$ cat src/rtl/rst_manager.sv
// rst_manager: merges the power-on/pad reset with the watchdog, SYSRESETREQ and
// LOCKUP requests into one registered active-low system reset (RESETn), stretched
// to at least HOLD_CYCLES clocks. It also keeps sticky reset-cause bits and a
// saturating run-time reset counter; only power-on or CAUSE_CLR clears them.
//
// state_dbg mirrors the FSM state register (0 = HOLD, 1 = RUN) for observation.
module rst_manager #(
  parameter int HOLD_CYCLES     = 16,
  parameter int SYNC_STAGES     = 2,
  parameter int LOCKUP_RESET_EN = 1
) (
  input  logic       SYS_FCLK,
  input  logic       RESET,
  input  logic       WDOGRES,
  input  logic       SYSRESETREQ,
  input  logic       LOCKUP,
  input  logic       CAUSE_CLR,
  output logic       RESETn,
  output logic [3:0] RESET_CAUSE,
  output logic [7:0] RST_COUNT,
  output logic       state_dbg
);

  localparam int            CW      = $clog2(HOLD_CYCLES + 1);
  localparam logic [CW-1:0] LAST    = CW'(HOLD_CYCLES - 1);
  localparam bit            LOCK_EN = (LOCKUP_RESET_EN != 0);

  typedef enum logic {
    HOLD = 1'b0,
    RUN  = 1'b1
  } state_t;

  logic [SYNC_STAGES-1:0] wdog_sync;
  logic [SYNC_STAGES-1:0] sys_sync;
  logic [SYNC_STAGES-1:0] lock_sync;

  logic req_wdog;
  logic req_sys;
  logic req_lock;
  logic req;

  state_t        state_q, state_d;
  logic [CW-1:0] cnt_q, cnt_d;
  logic          resetn_q, resetn_d;
  logic [3:0]    cause_q, cause_d;
  logic [7:0]    count_q, count_d;
  logic          entry;

  // Request synchronizers: one shift chain per asynchronous request input.
  always_ff @(posedge SYS_FCLK or posedge RESET) begin
    if (RESET) begin
      wdog_sync <= '0;
      sys_sync  <= '0;
      lock_sync <= '0;
    end else begin
      wdog_sync <= {wdog_sync[SYNC_STAGES-2:0], WDOGRES};
      sys_sync  <= {sys_sync[SYNC_STAGES-2:0], SYSRESETREQ};
      lock_sync <= {lock_sync[SYNC_STAGES-2:0], LOCKUP};
    end
  end

  assign req_wdog = wdog_sync[SYNC_STAGES-1];
  assign req_sys  = sys_sync[SYNC_STAGES-1];
  assign req_lock = LOCK_EN & lock_sync[SYNC_STAGES-1];
  assign req      = req_wdog | req_sys | req_lock;

  // Next-state, hold counter, cause bits and reset counter.
  always_comb begin
    state_d = state_q;
    cnt_d   = cnt_q;
    entry   = 1'b0;
    case (state_q)
      HOLD: begin
        if (req) begin
          cnt_d = '0;
        end else if (cnt_q == LAST) begin
          state_d = RUN;
          cnt_d   = '0;
        end else begin
          cnt_d = cnt_q + 1'b1;
        end
      end
      RUN: begin
        if (req) begin
          state_d = HOLD;
          cnt_d   = '0;
          entry   = 1'b1;
        end
      end
      default: begin
        state_d = HOLD;
        cnt_d   = '0;
      end
    endcase

    // A clear in the same cycle as a new cause leaves only the new cause bits.
    cause_d = (CAUSE_CLR ? 4'b0000 : cause_q) | {req_lock, req_sys, req_wdog, 1'b0};

    // A RUN-to-HOLD entry counts once even with several sources; it beats a clear.
    if (entry) begin
      if (CAUSE_CLR)
        count_d = 8'd1;
      else if (count_q == 8'hFF)
        count_d = count_q;
      else
        count_d = count_q + 8'd1;
    end else if (CAUSE_CLR) begin
      count_d = 8'd0;
    end else begin
      count_d = count_q;
    end

    resetn_d = (state_d == RUN);
  end

  // State and output registers; RESET forces the power-on values immediately.
  always_ff @(posedge SYS_FCLK or posedge RESET) begin
    if (RESET) begin
      state_q  <= HOLD;
      cnt_q    <= '0;
      resetn_q <= 1'b0;
      cause_q  <= 4'b0001;
      count_q  <= 8'd0;
    end else begin
      state_q  <= state_d;
      cnt_q    <= cnt_d;
      resetn_q <= resetn_d;
      cause_q  <= cause_d;
      count_q  <= count_d;
    end
  end

  assign RESETn      = resetn_q;
  assign RESET_CAUSE = cause_q;
  assign RST_COUNT   = count_q;
  assign state_dbg   = state_q;

endmodule
$ cat config.mk
export PLATFORM = sky130hd
export DESIGN_NAME = rst_manager
export DESIGN_NICKNAME = d
export VERILOG_FILES = /design/src/rtl/rst_manager.sv
export SDC_FILE = /design/constraint.sdc
export NUM_CORES = 1
export LEC_CHECK = 0
export ABC_AREA = 1
export ABC_CLOCK_PERIOD_IN_PS = 2460
export CORE_UTILIZATION = 40
export DETAILED_ROUTE_END_ITERATION = 12
export PLACE_DENSITY = 0.63
export SKIP_LAST_GASP = 1
export SLEW_MARGIN = 20
export SYNTH_ARGS = -nofsm -noshare
export SYNTH_HDL_FRONTEND = slang
export SYNTH_SLANG_ARGS = --single-unit
$ cat constraint.sdc
create_clock -name SYS_FCLK -period 2.46 [get_ports SYS_FCLK]
set_input_delay 0.246 -clock SYS_FCLK [delete_from_list [all_inputs] [get_ports SYS_FCLK]]
set_output_delay 0.246 -clock SYS_FCLK [all_outputs]
set_load 0.05 [all_outputs]
==> out/summary.txt, run 1 <==
status = finished, final reports clean
Die ar. = 3030 um2
fin crit share = 77.8%
Crit path max-delay family = buffers and inverters
DP HPWL = 1.63 mm
root buffer cell = clkbuf_4
slowest CP cell = clkdlybuf4s50_1
syn nets = 131
Routed WL = 2.11 mm
worst reg2reg setup slack = 1.07 ns
GRT Util Overall = 17.4%
Die Y = 55.1 um
Critical Path Stages = 1
worst path cell trace = clkdlybuf4s50_1
critical path capture point type = output port
Setup TNS = 0 ns
Reg2Reg Launch Point = RST_COUNT[0]
Synth warnings = 0
reg2reg end = RST_COUNT[3]
# Max-Cap Violations = 0
Post-Syn Area = 1130 um2
Yosys cell types = 27
Synth Flop Type = dfrtp_1
post-route minimum period = 1.91 ns
Final ANT Viol Nets = 0
count leader, synth = nand2_1
DRC Markers = 0
cell area after placement = 1350 um2
total grt overflow = 0
cells on worst reg2reg path = 8
Pwr per Cell Area = 479 nW/um2
routing usage on met2 = 28.1%
multi-input logic area = 454 um2
CTS tree = yes
first drt pass iteration count = 4
Setup WS pre-CTS = 0.892 ns
share of layout cells above drive strength 1 = 13.0%
EDFF count, synth = 0
initial antenna violation count = 0
Critical Path Max Stage Delay = 0.80 ns
top post-synthesis cells by count = nand2_1 (26), dfrtp_1 (23), inv_1 (15)
RSZ-0062 raised after global routing = false
global-route layer with the greatest usage = met2
via count = 868
Num CTS Buffers = 3
Clock Path Buffers = 2
fmax = 522 MHz
Synth top area share = 51.1%
Post-CTS Resized = 0
H-tree levels = 1
post-route cell area = 1390 um2
cts-stage hold buffer count = 0
critical path class = reg2out
Worst Skew = 0.00345 ns
relative slew slack = 66.4%
GRT met1 Usage = 21.8%
M3 GR Usage = 4.10%
vias per inst = 4.93
first-pass GRT wire length = 3.56 mm
largest net degree at the start of global routing = 14
Synth area leaders = dfrtp_1 (51%), nand2_1 (8.7%), nand3_1 (6.2%)
clock sink total = 24
number of global-route vias before repair = 807
Max Fanout on Critical Path = 2
register area share after synthesis = 53.4%
num ports = 20
Worst Path Required = 2.21 ns
Placeable Area = 2570 um2
syn_area_per_cell = 9.16 um2
Final Hold Fails = 0
post-synth top area cell = dfrtp_1
hold_ws = 0.247 ns
Die X = 55.1 um
HP Class = in2async
Setup Buffers After CTS = 0
Nets = 155
Post-Syn Instances = 123
wire per inst = 12.0 um
number of core rows = 18
GPL Wtd Cong = 0.780
# fillers = 261
smallest setup slack after layout = 0.545 ns
later-pin clock latency in the skew report = 0.31 ns
max-slew violations = 0
Initial Util = 43.9%
synth-to-layout area growth = 23.4%
Post-synth ARST share = 100%
Iter 0 DRT Violations = 7
Synth Register Bits = 24
CP Data Arrival Time = 1.67 ns
Worst-Margin Slew = 0.503 ns
Reg clk slew, reported paths = 0.13 ns
sequential cell area = 602 um2
setup violators final = 0
I/O Buffers = 19
Buffers & Inverters on Critical Path = 1
Leak = 0.629 nW
ANT cells = 0
VDD IR max = 0.356 mV
critical path startpoint category = register
[logic make-up (layout without fill, tap and decap cells)]
group | Yosys count | in the layout | synth area share (%)
adders and majority gates | 2 | 2 | 2.22
DFF | 24 | 24 | 53.4
AOI/OAI and AO/OA | 15 | 15 | 9.00
buffers and inverters | 17 | 40 | 6.22
xor gates and xnor gates | 2 | 2 | 1.56
and+or+nand+nor | 63 | 63 | 27.6
[cell type report]
class	count	area share, %
clock buffer	4	2.61
inverter	16	4.50
multi-input combinational	82	32.7
sequential	24	43.3
tap	30	2.70
timing repair buffer	20	14.2
[state kept, by name, indices dropped and copies added, names as in the netlist]
name and cells:
RST_COUNT 8, RESET_CAUSE 4, lock_sync 2, RESETn 1, sys_sync 2, wdog_sync 2, cnt_q 5
[layout by cell type, fill, tap and decap left out, types with 3 or more instances in the layout]
| cell type | count |
|---|---|
| a21oi_1 | 3 |
| clkbuf_4 | 3 |
| clkdlybuf4s50_1 | 19 |
| dfrtp_1 | 23 |
| inv_1 | 15 |
| nand2_1 | 26 |
| nand3_1 | 14 |
| nor2_1 | 12 |
| o21ai_0 | 3 |
[per-layer routing]
metal | up-vias | share of wire, %
met1 | 406 | 48
met3 | 2 | 3.2
li1 | 444 | -
met5 | - | 0
met2 | 16 | 48
met4 | 0 | 0.90
[worst max path at each step]
stage | startpoint | endpoint | slack (ns)
2_1_floorplan | RST_COUNT[1] | RST_COUNT[3] | 0.84
3_3_place_gp | RESETn | state_dbg | 0.91
3_5_place_dp | CAUSE_CLR | RST_COUNT[0] | 0.89
4_1_cts | RESET_CAUSE[0] | RESET_CAUSE[0] | 0.53
5_1_grt | RESETn | RESETn | 0.46
6_report | RESET_CAUSE[0] | RESET_CAUSE[0] | 0.55
[per-stage QoR]
step | utilization [%] | power, mW | cells
final | 54.1 | 0.665 | 176
after global placement | 52.7 | 0.469 | 172
after detailed placement | 52.7 | 0.470 | 172
after CTS | 54.1 | 0.675 | 176
after global routing | 54.1 | 0.695 | 176
after floorplan | - | 0.447 | 123
[power breakdown]
part,switching [mW],leakage (nW),internal (mW)
Clock,0.113,0.0210,0.0903
Combinational,0.0350,0.301,0.0189
Sequential,0.00419,0.308,0.404
Note: power is estimated with default switching activity, not from simulation.
==> run 2, diff against run 1 <==
Settings changed: ABC_CLOCK_PERIOD_IN_PS 2460 to 1700, PLACE_DENSITY 0.63 to 0.66.
Clock period 2.46 ns to 1.7 ns, I/O delays scaled along.
==> run 2 against run 1 <==
  * Setup slack got worse by 0.24 ns
  * Total power increased by 61%
  * Count of clock-buffer cells in the layout decreased by 1
  * Critical path type is now reg2reg
  * Clock skew decreased by 0.0019 ns
  * Die area unchanged
  * Register-to-register slack got worse by 0.77 ns
==> out/summary.txt, run 2 (synthesis results as in run 1) <==
leading cell type in the layout, fill and taps excluded = nand2_1
NetSw = 0.224 mW (+47%)
end point of the critical path = cnt_q[3]
vias per inst = 4.97 (+0.81%)
HP Class = in2async
fmax = 716 MHz
Final ANT Viol Nets = 0 (unchanged)
Critical Path Max Stage Delay = 0.43 ns (-0.37 ns)
relative slew slack = 66.2% (-0.14 points)
first drt pass iteration count = 4 (unchanged)
Critical Path Most Common Cell = nor2_1
global-route layer with the greatest usage = met2
worst setup path start = cnt_q[0]
GRT met1 Usage = 21.2% (-0.64 points)
Post-CTS Resized = 0 (unchanged)
worst reg2reg setup slack = 0.30 ns (-0.77 ns)
critical path class = reg2reg
Worst Skew = 0.00156 ns (-0.00189 ns)
# Max-Cap Violations = 0 (unchanged)
Routed WL = 1.96 mm (-7.2%)
DP HPWL = 1.51 mm (-7.5%)
number of core rows = 18 (unchanged)
fin util = 54.0% (-0.15 points)
largest net degree at the start of global routing = 25 (+11)
Clock Path Buffers = 2 (unchanged)
Final Hold Fails = 0 (unchanged)
M3 GR Usage = 5.74% (+1.6 points)
max-slew violations = 0 (unchanged)
post-route minimum period = 1.40 ns
sequential cell area = 602 um2 (unchanged)
Initial Util = 43.9% (unchanged)
routing usage on met2 = 24.1% (-4.0 points)
Leak = 0.677 nW (+7.6%)
GRT Util Overall = 15.8% (-1.6 points)
Clk pwr share = 37.9% (+7.3 points)
critical path startpoint category = register
H-tree levels = 1 (unchanged)
multi-input logic area = 454 um2 (unchanged)
first-pass GRT wire length = 3.33 mm (-6.6%)
later-pin clock latency in the skew report = 0.31 ns (about the same)
share of layout cells above drive strength 1 = 20.5% (+7.5 points)
Reg clk slew, reported paths = 0.13 ns (about the same)
# fillers = 246 (-5.7%)
Die X = 55.1 um (unchanged)
CTS tree = yes
root buffer cell = clkbuf_4
GPL Wtd Cong = 0.765 (-2.0%)
Setup TNS = 0 ns (unchanged)
CP Data Arrival Time = 1.64 ns (-0.03 ns)
Iter 0 DRT Violations = 13 (+6)
synth-to-layout area growth = 23.1%
wire per inst = 11.1 um (-7.2%)
cts-stage hold buffer count = 0 (unchanged)
Largest register FFs = 8 (unchanged)
Worst Path Required = 1.94 ns (-0.27 ns)
Pwr per Cell Area = 774 nW/um2 (+62%)
fin crit share = 82.1%
worst path cell trace = ha_1 -> nand3_1 -> nor2_1 -> nor2_1 -> nand2_1 -> o21ai_0
hold_ws = 0.175 ns (-0.0721 ns)
Max Fanout on Critical Path = 4 (+2)
via count = 875 (+0.81%)
Crit path max-delay family = simple AND/OR/NAND/NOR gates
Nets = 155 (unchanged)
sw frac = 20.9% (-2.1 points)
ANT cells = 0 (unchanged)
number of global-route vias before repair = 780 (-3.3%)
initial antenna violation count = 0 (unchanged)
total grt overflow = 0 (unchanged)
Worst-Margin Slew = 0.506 ns (+0.00285 ns)
VDD IR max = 0.561 mV (+58%)
I/O Buffers = 19 (unchanged)
clock sink total = 24 (unchanged)
reg2reg end = cnt_q[3]
DRC Markers = 0 (unchanged)
Die ar. = 3030 um2 (unchanged)
critical path capture point type = register
status = finished, final reports clean
setup violators final = 0 (unchanged)
Critical Path Stages = 6 (+5)
Int Pwr = 0.849 mW (+66%)
num ports = 20 (unchanged)
Die Y = 55.1 um (unchanged)
Comb pwr share = 7.1% (-1.0 points)
Sequential Power Share = 55.0% (-6.3 points)
Reg2Reg Launch Point = cnt_q[0]
Placeable Area = 2570 um2 (unchanged)
Setup Buffers After CTS = 0 (unchanged)
RSZ-0062 raised after global routing = false
Num CTS Buffers = 3 (unchanged)
cells on worst reg2reg path = 6 (-2)
most frequent cells in the layout = nand2_1 (26), dfrtp_1 (23), inv_1 (15)
Buffers & Inverters on Critical Path = 0 (-1)
slowest CP cell = dfrtp_1
-- run 2: metrics by stage --
| stage | area, um2 | power, mW | worst slack, ns | instances |
|---|---|---|---|---|
| 5_1_grt | 1390 | 1.12 | 0.209 | 176 |
| 3_3_place_gp | 1330 | 0.678 | 0.309 | 172 |
| 4_1_cts | 1380 | 1.09 | 0.00493 | 176 |
| 6_report | 1390 | 1.07 | 0.304 | 176 |
| 2_1_floorplan | 1130 | 0.646 | 0.0779 | 123 |
| 3_5_place_dp | 1330 | 0.680 | 0.281 | 172 |
-- run 2: worst min-delay path, stage by stage --
cell	delay (ns)
clkdlybuf4s50_1	0.39
inv_1	0.05
buf_4	0.28
-- run 2: worst min path at each step --
stage,start,to
3_5_place_dp,wdog_sync[0],wdog_sync[1]
2_1_floorplan,RESET,RESET_CAUSE[1]
5_1_grt,RESET,cnt_q[0]
6_report,RESET,cnt_q[0]
4_1_cts,RESET,cnt_q[0]
3_3_place_gp,wdog_sync[0],wdog_sync[1]
-- run 2: area by class of cell --
class	instances	share of cell area, %
Sequential cell	24	43.4
Multi-Input combinational cell	82	32.8
Timing Repair Buffer	20	12.8
Inverter	16	4.51
Tap cell	30	2.71
Clock inverter	1	2.17
Clock buffer	3	1.62
-- run 2: layer usage --
metal | part of all wire (%) | wire length [um] | up-vias
met1 | 47 | 924 | 413
met5 | 0 | 0 | -
met4 | 0.51 | 10 | 0
met2 | 47 | 923 | 19
li1 | - | - | 441
met3 | 5.0 | 97 | 2
-- run 2: power groups by stage --
stage | Sequential (mW) | Clock, mW | Combinational [mW]
6_report | 0.590 | 0.407 | 0.0759
5_1_grt | 0.592 | 0.449 | 0.0840
4_1_cts | 0.591 | 0.421 | 0.0786
3_5_place_dp | 0.602 | 0 | 0.0780
3_3_place_gp | 0.601 | 0 | 0.0772
2_1_floorplan | 0.617 | 0 | 0.0291
